**src/rtl/wb_select_stage.sv**
```systemverilog
// Registered write-back select stage: picks the register-file write data from packed sources,
// waits a cycle for synchronous DRAM data on loads, and hands the result on via valid/ready.
// Optional forwarding outputs are enabled by defining WB_FWD_EN.
module wb_select_stage #(
  parameter int DATA_W   = 32,
  parameter int NUM_SRC  = 5,
  parameter int SEL_W    = 3,
  parameter int LOAD_SEL = 3,
  parameter int REG_AW   = 5
) (
  input  logic                      clk,
  input  logic                      rst,
  input  logic                      in_valid,
  output logic                      in_ready,
  input  logic [SEL_W-1:0]          wd_sel,
  input  logic [NUM_SRC*DATA_W-1:0] src_data,
  input  logic [REG_AW-1:0]         in_rd,
  input  logic                      in_we,
  input  logic [DATA_W-1:0]         dram_rdata,
  output logic                      out_valid,
  input  logic                      out_ready,
  output logic                      out_we,
  output logic [REG_AW-1:0]         out_rd,
  output logic [DATA_W-1:0]         out_wd,
  output logic                      fwd_valid,
  output logic                      fwd_pending,
  output logic [REG_AW-1:0]         fwd_rd,
  output logic [DATA_W-1:0]         fwd_wd
);

  typedef enum logic [1:0] {
    EMPTY     = 2'd0,
    LOAD_WAIT = 2'd1,
    FULL      = 2'd2
  } state_t;

  state_t            state;
  logic              pend_we;
  logic              accept;
  logic              eff_we;
  logic              is_load;
  logic [DATA_W-1:0] sel_data;

  // Selects outside the populated source range resolve to zero rather than holding old data.
  always_comb begin
    sel_data = '0;
    for (int i = 0; i < NUM_SRC; i++) begin
      if (int'(wd_sel) == i) begin
        sel_data = src_data[i*DATA_W +: DATA_W];
      end
    end
  end

  assign in_ready = (state == EMPTY) | ((state == FULL) & out_ready);
  assign accept   = in_valid & in_ready;
  assign eff_we   = in_we & (in_rd != '0);
  assign is_load  = (wd_sel == SEL_W'(LOAD_SEL));

  // The load's write enable is parked in pend_we so out_we stays 0 until the result is valid.
  always_ff @(posedge clk or posedge rst) begin
    if (rst) begin
      state     <= EMPTY;
      out_valid <= 1'b0;
      out_we    <= 1'b0;
      out_rd    <= '0;
      out_wd    <= '0;
      pend_we   <= 1'b0;
    end else begin
      unique case (state)
        EMPTY, FULL: begin
          if (accept) begin
            out_rd <= in_rd;
            if (is_load) begin
              state     <= LOAD_WAIT;
              out_valid <= 1'b0;
              out_we    <= 1'b0;
              pend_we   <= eff_we;
            end else begin
              state     <= FULL;
              out_valid <= 1'b1;
              out_we    <= eff_we;
              out_wd    <= sel_data;
            end
          end else if ((state == FULL) && out_ready) begin
            state     <= EMPTY;
            out_valid <= 1'b0;
            out_we    <= 1'b0;
          end
        end
        LOAD_WAIT: begin
          state     <= FULL;
          out_valid <= 1'b1;
          out_we    <= pend_we;
          out_wd    <= dram_rdata;
        end
        default: begin
          state     <= EMPTY;
          out_valid <= 1'b0;
          out_we    <= 1'b0;
        end
      endcase
    end
  end

`ifdef WB_FWD_EN
  assign fwd_valid   = out_valid & out_we;
  assign fwd_pending = (state == LOAD_WAIT) & pend_we;
  assign fwd_rd      = out_rd;
  assign fwd_wd      = out_wd;
`else
  assign fwd_valid   = 1'b0;
  assign fwd_pending = 1'b0;
  assign fwd_rd      = '0;
  assign fwd_wd      = '0;
`endif

endmodule

```
**config.mk**
```make
export PLATFORM = sky130hd
export DESIGN_NAME = wb_select_stage
export DESIGN_NICKNAME = d
export VERILOG_FILES = /design/src/rtl/wb_select_stage.sv
export SDC_FILE = /design/constraint.sdc
export NUM_CORES = 1
export LEC_CHECK = 0
export CORE_AREA = 2 2 109 111
export CTS_BUF_LIST = sky130_fd_sc_hd__clkbuf_4 sky130_fd_sc_hd__clkbuf_8
export DETAILED_ROUTE_END_ITERATION = 16
export DIE_AREA = 0 0 111 113
export GPL_TIMING_DRIVEN = 0
export PLACE_DENSITY_LB_ADDON = 0.05
export SLEW_MARGIN = 20
export SYNTH_ARGS = -nofsm -noshare
export SYNTH_HDL_FRONTEND = slang
export SYNTH_SLANG_ARGS = --single-unit
```
**constraint.sdc**
```tcl
create_clock -name clk -period 2.1 [get_ports clk]
set_input_delay 0.315 -clock clk [delete_from_list [all_inputs] [get_ports clk]]
set_output_delay 0.315 -clock clk [all_outputs]
set_load 0.01 [all_outputs]
```
==> key figures, run 1 <==
Finish
  – Fraction of layout cells with a size suffix above 1: 0.138
  – Non-Filler Instances: ~740
  – Final #Nets: about 800
  – P&R area growth vs syn: 87.4%
  – Core Util, Final: 0.499
  – ANT cells: 0

Detailed routing
  – Via count: between 3000 and 4000
  – Detailed-route DRC error count: 0
  – First drt pass iteration count: 4
  – First DRT Iteration DRCs: around 210
  – Detail Route Antenna Nets: 0
  – Avg WL per Cell: around 17 um
  – Vias/cell: around 4.7
  – Final WL: about 13000 um

Worst setup path
  – Instance count on the critical path: 4
  – R2R cell count: 4
  – FF-to-FF setup slack: 0.32 ns
  – CP startpoint kind: input pin
  – Critical path buffers and inverters: 2
  – Slowest Stage Delay on Critical Path: 0.53 ns
  – CP required: roughly 1.8 ns
  – Worst Path Arrival: about 1.7 ns
  – Slowest CP cell: clkdlybuf4s50_1
  – CP Cell Sequence: clkdlybuf4s50_1, nand2b_1, and2_4, clkdlybuf4s50_1
  – Most used cell, CP: clkdlybuf4s50_1
  – Critical path capture point type: output pin
  – CP Class: input pin to output pin
  – Top cell family by delay on the critical path: buffers and inverters
  – Crit-path max FO: 5

Die
  – Initial Util: 0.266
  – Die height: between 100 and 150 um
  – Die W: roughly 110 um
  – # rows: 39
  – Die ar.: between 10000 and 15000 sq um
  – I/O pins: between 200 and 300
  – Core area: 11300 sq um

Clock network
  – CTS tree: yes
  – CTS Root Buffer Type: clkbuf_8
  – Clock sinks: 41
  – CTS Buf Count: 5
  – Later-pin clock latency in the skew report: just over 0.3 ns
  – Longest Clk Path Bufs: 2
  – H-tree Lvls: 2
  – Clock transition at path regs: 0.10 ns

Logic synthesis
  – Number of enable flip-flop cells after synthesis: 0
  – Synth area leaders: dfrtp_1 34%, a221o_1 11%, buf_4 9.8%
  – Synthesized flop and latch total: 41
  – Syn Area/Cell: 8.98 sq um
  – Post-Syn Instances: 334
  – Yosys top cell area share: 0.342
  – Most common cell in the netlist: dfrtp_1
  – FFs w/ async S/R, synth: 1.00
  – Cell area after synthesis: 3000 sq um
  – Register area share after synthesis: 0.342
  – Synth Warn #: 0
  – Synth cell count leaders: 41 x dfrtp_1, 39 x buf_4, 36 x o21ai_0
  – Cell variety after synth: 24
  – Top FF cell, synth: dfrtp_1
  – Dominant cell type by area after synthesis: dfrtp_1

Timing
  – RSZ-0062 raised after global routing: false
  – Final hold violation count: 0
  – Tmin final: 2.01 ns
  – Slew margin rel.: 0.564
  – Fmax: just under 0.5 GHz
  – Slew Limit Fails: 0
  – Setup violators final: 0
  – Fin crit share: 0.958
  – Measured slew at the worst slew-check pin: roughly 0.65 ns
  – Clock skew: approximately 0.012 ns

GRT
  – GRT overflow: 0
  – Vias in the first global route: around 3700
  – Antenna violations before repair: 0
  – Pin count of the biggest net entering global routing: 25
  – Tot GR Track Use: 0.196
  – Global-route wire length before repair: ~19000 um

Placement
  – DP HPWL: ~10000 um
  – PortBufs: between 200 and 250
  – Placer Congestion: roughly 0.8
  – Inst Count DP: 728

Status
  – Status: complete, no violations

Power
  – Power Dens Cells: 516 nW/um^2
  – Static leakage power: between 2 and 2.5 nW
  – VDD IR-drop max: 359 uV

Min path
  – Min-delay worst type: input pin to async pin

Flow run
  – Max cap viols: 0
-- where the power goes --
part | internal, mW | switching, mW
logic | 0.752 | 0.452
clock network | 0.357 | 0.329
registers | 0.930 | 0.0800
-- kinds of logic (layout without fill, tap and decap cells) --
| family | after synthesis | in the layout | share of synthesized area |
|---|---|---|---|
| buffers and inverters | 75 | 296 | 0.157 |
| flip-flops | 41 | 41 | 0.342 |
| AO/OA/AOI/OAI | 134 | 134 | 0.345 |
| other | 1 | 39 | 0.00125 |
| multiplexers | 6 | 6 | 0.0221 |
| AND/OR/NAND/NOR | 77 | 77 | 0.132 |
-- layer usage --
metal / GRT usage / routed length (um) / vias up
met2: 0.354 / 6330 / 146
li1: - / - / 1723
met3: 0.0514 / 931 / 9
met5: 0 / 0 / -
met1: 0.232 / 5230 / 1602
met4: 0.0475 / 160 / 0
-- stage by stage --
stage	setup slack [ns]	instance area [sq um]	setup TNS, ns	hold WS [ns]	power (mW)
final	0.0874	5620	0	0.307	2.90
after global routing	0.00303	5620	0	0.328	3.05
after CTS	0.0382	5590	0	0.315	2.91
after detailed placement	-0.438	5460	-9.99	0.483	2.22
after global placement	-0.382	5440	-16.13	0.472	2.20
after floorplan	0.591	3140	0	0.460	1.50
-- sequential cells by signal, summed over array words and instances, names as in the netlist --
name	flops
state	1
out_valid	1
out_we	1
out_rd	5
out_wd	32
pend_we	1
-- area by class of cell --
cell class | count | area, sq um
inverters | 3 | 11.3
fillers | 1102 | 5650
multi-input cells | 256 | 1670
clock inverters | 3 | 46.3
plain buffers | 72 | 477
clock buffers | 5 | 68.8
well taps | 143 | 179
repair buffers | 213 | 2140
flip-flops and latches | 41 | 1030
-- path summary, 6_finish.rpt --
kind                            from          to
setup / recovery           out_ready    in_ready
max in group asynchronous        rst  out_wd[20]
hold / removal                   rst   out_rd[2]
hold reg to reg              pend_we      out_we
min in group clk             pend_we      out_we
setup reg to reg            state[0]  out_wd[22]
-- repair_timing --
action                     CTS  global route
hold buffers                 0             0
pin swaps                    0             0
setup endpoints to repair   14            21
gates resized for setup      5            14
buffers inserted             0             0
cloned                       0             0
-- cells in the final DEF, fill, tap and decap left out, drive strengths merged --
master,instances
a221o,32
clkinvlp,1
conb,39
clkinv,1
dfrtp,41
nor2,36
mux2,5
nand3b,1
a32oi,33
mux2i,1
a31oi,1
nand2b,1
nand2,1
nor2b,34
buf,52
a211oi,32
clkdlybuf4s50,212
and2,1
bufinv,1
or3b,1
or4,1
o21ai,36
clkbuf,26
inv,3
nand3,1
(Power assumes the default switching activity.)
==> inputs of run 2 (changes only) <==
Settings changed: ABC_CLOCK_PERIOD_IN_PS from default to 2100.
==> results of run 2 <==
Final layout, timing and power as in run 1 (identical DEF).
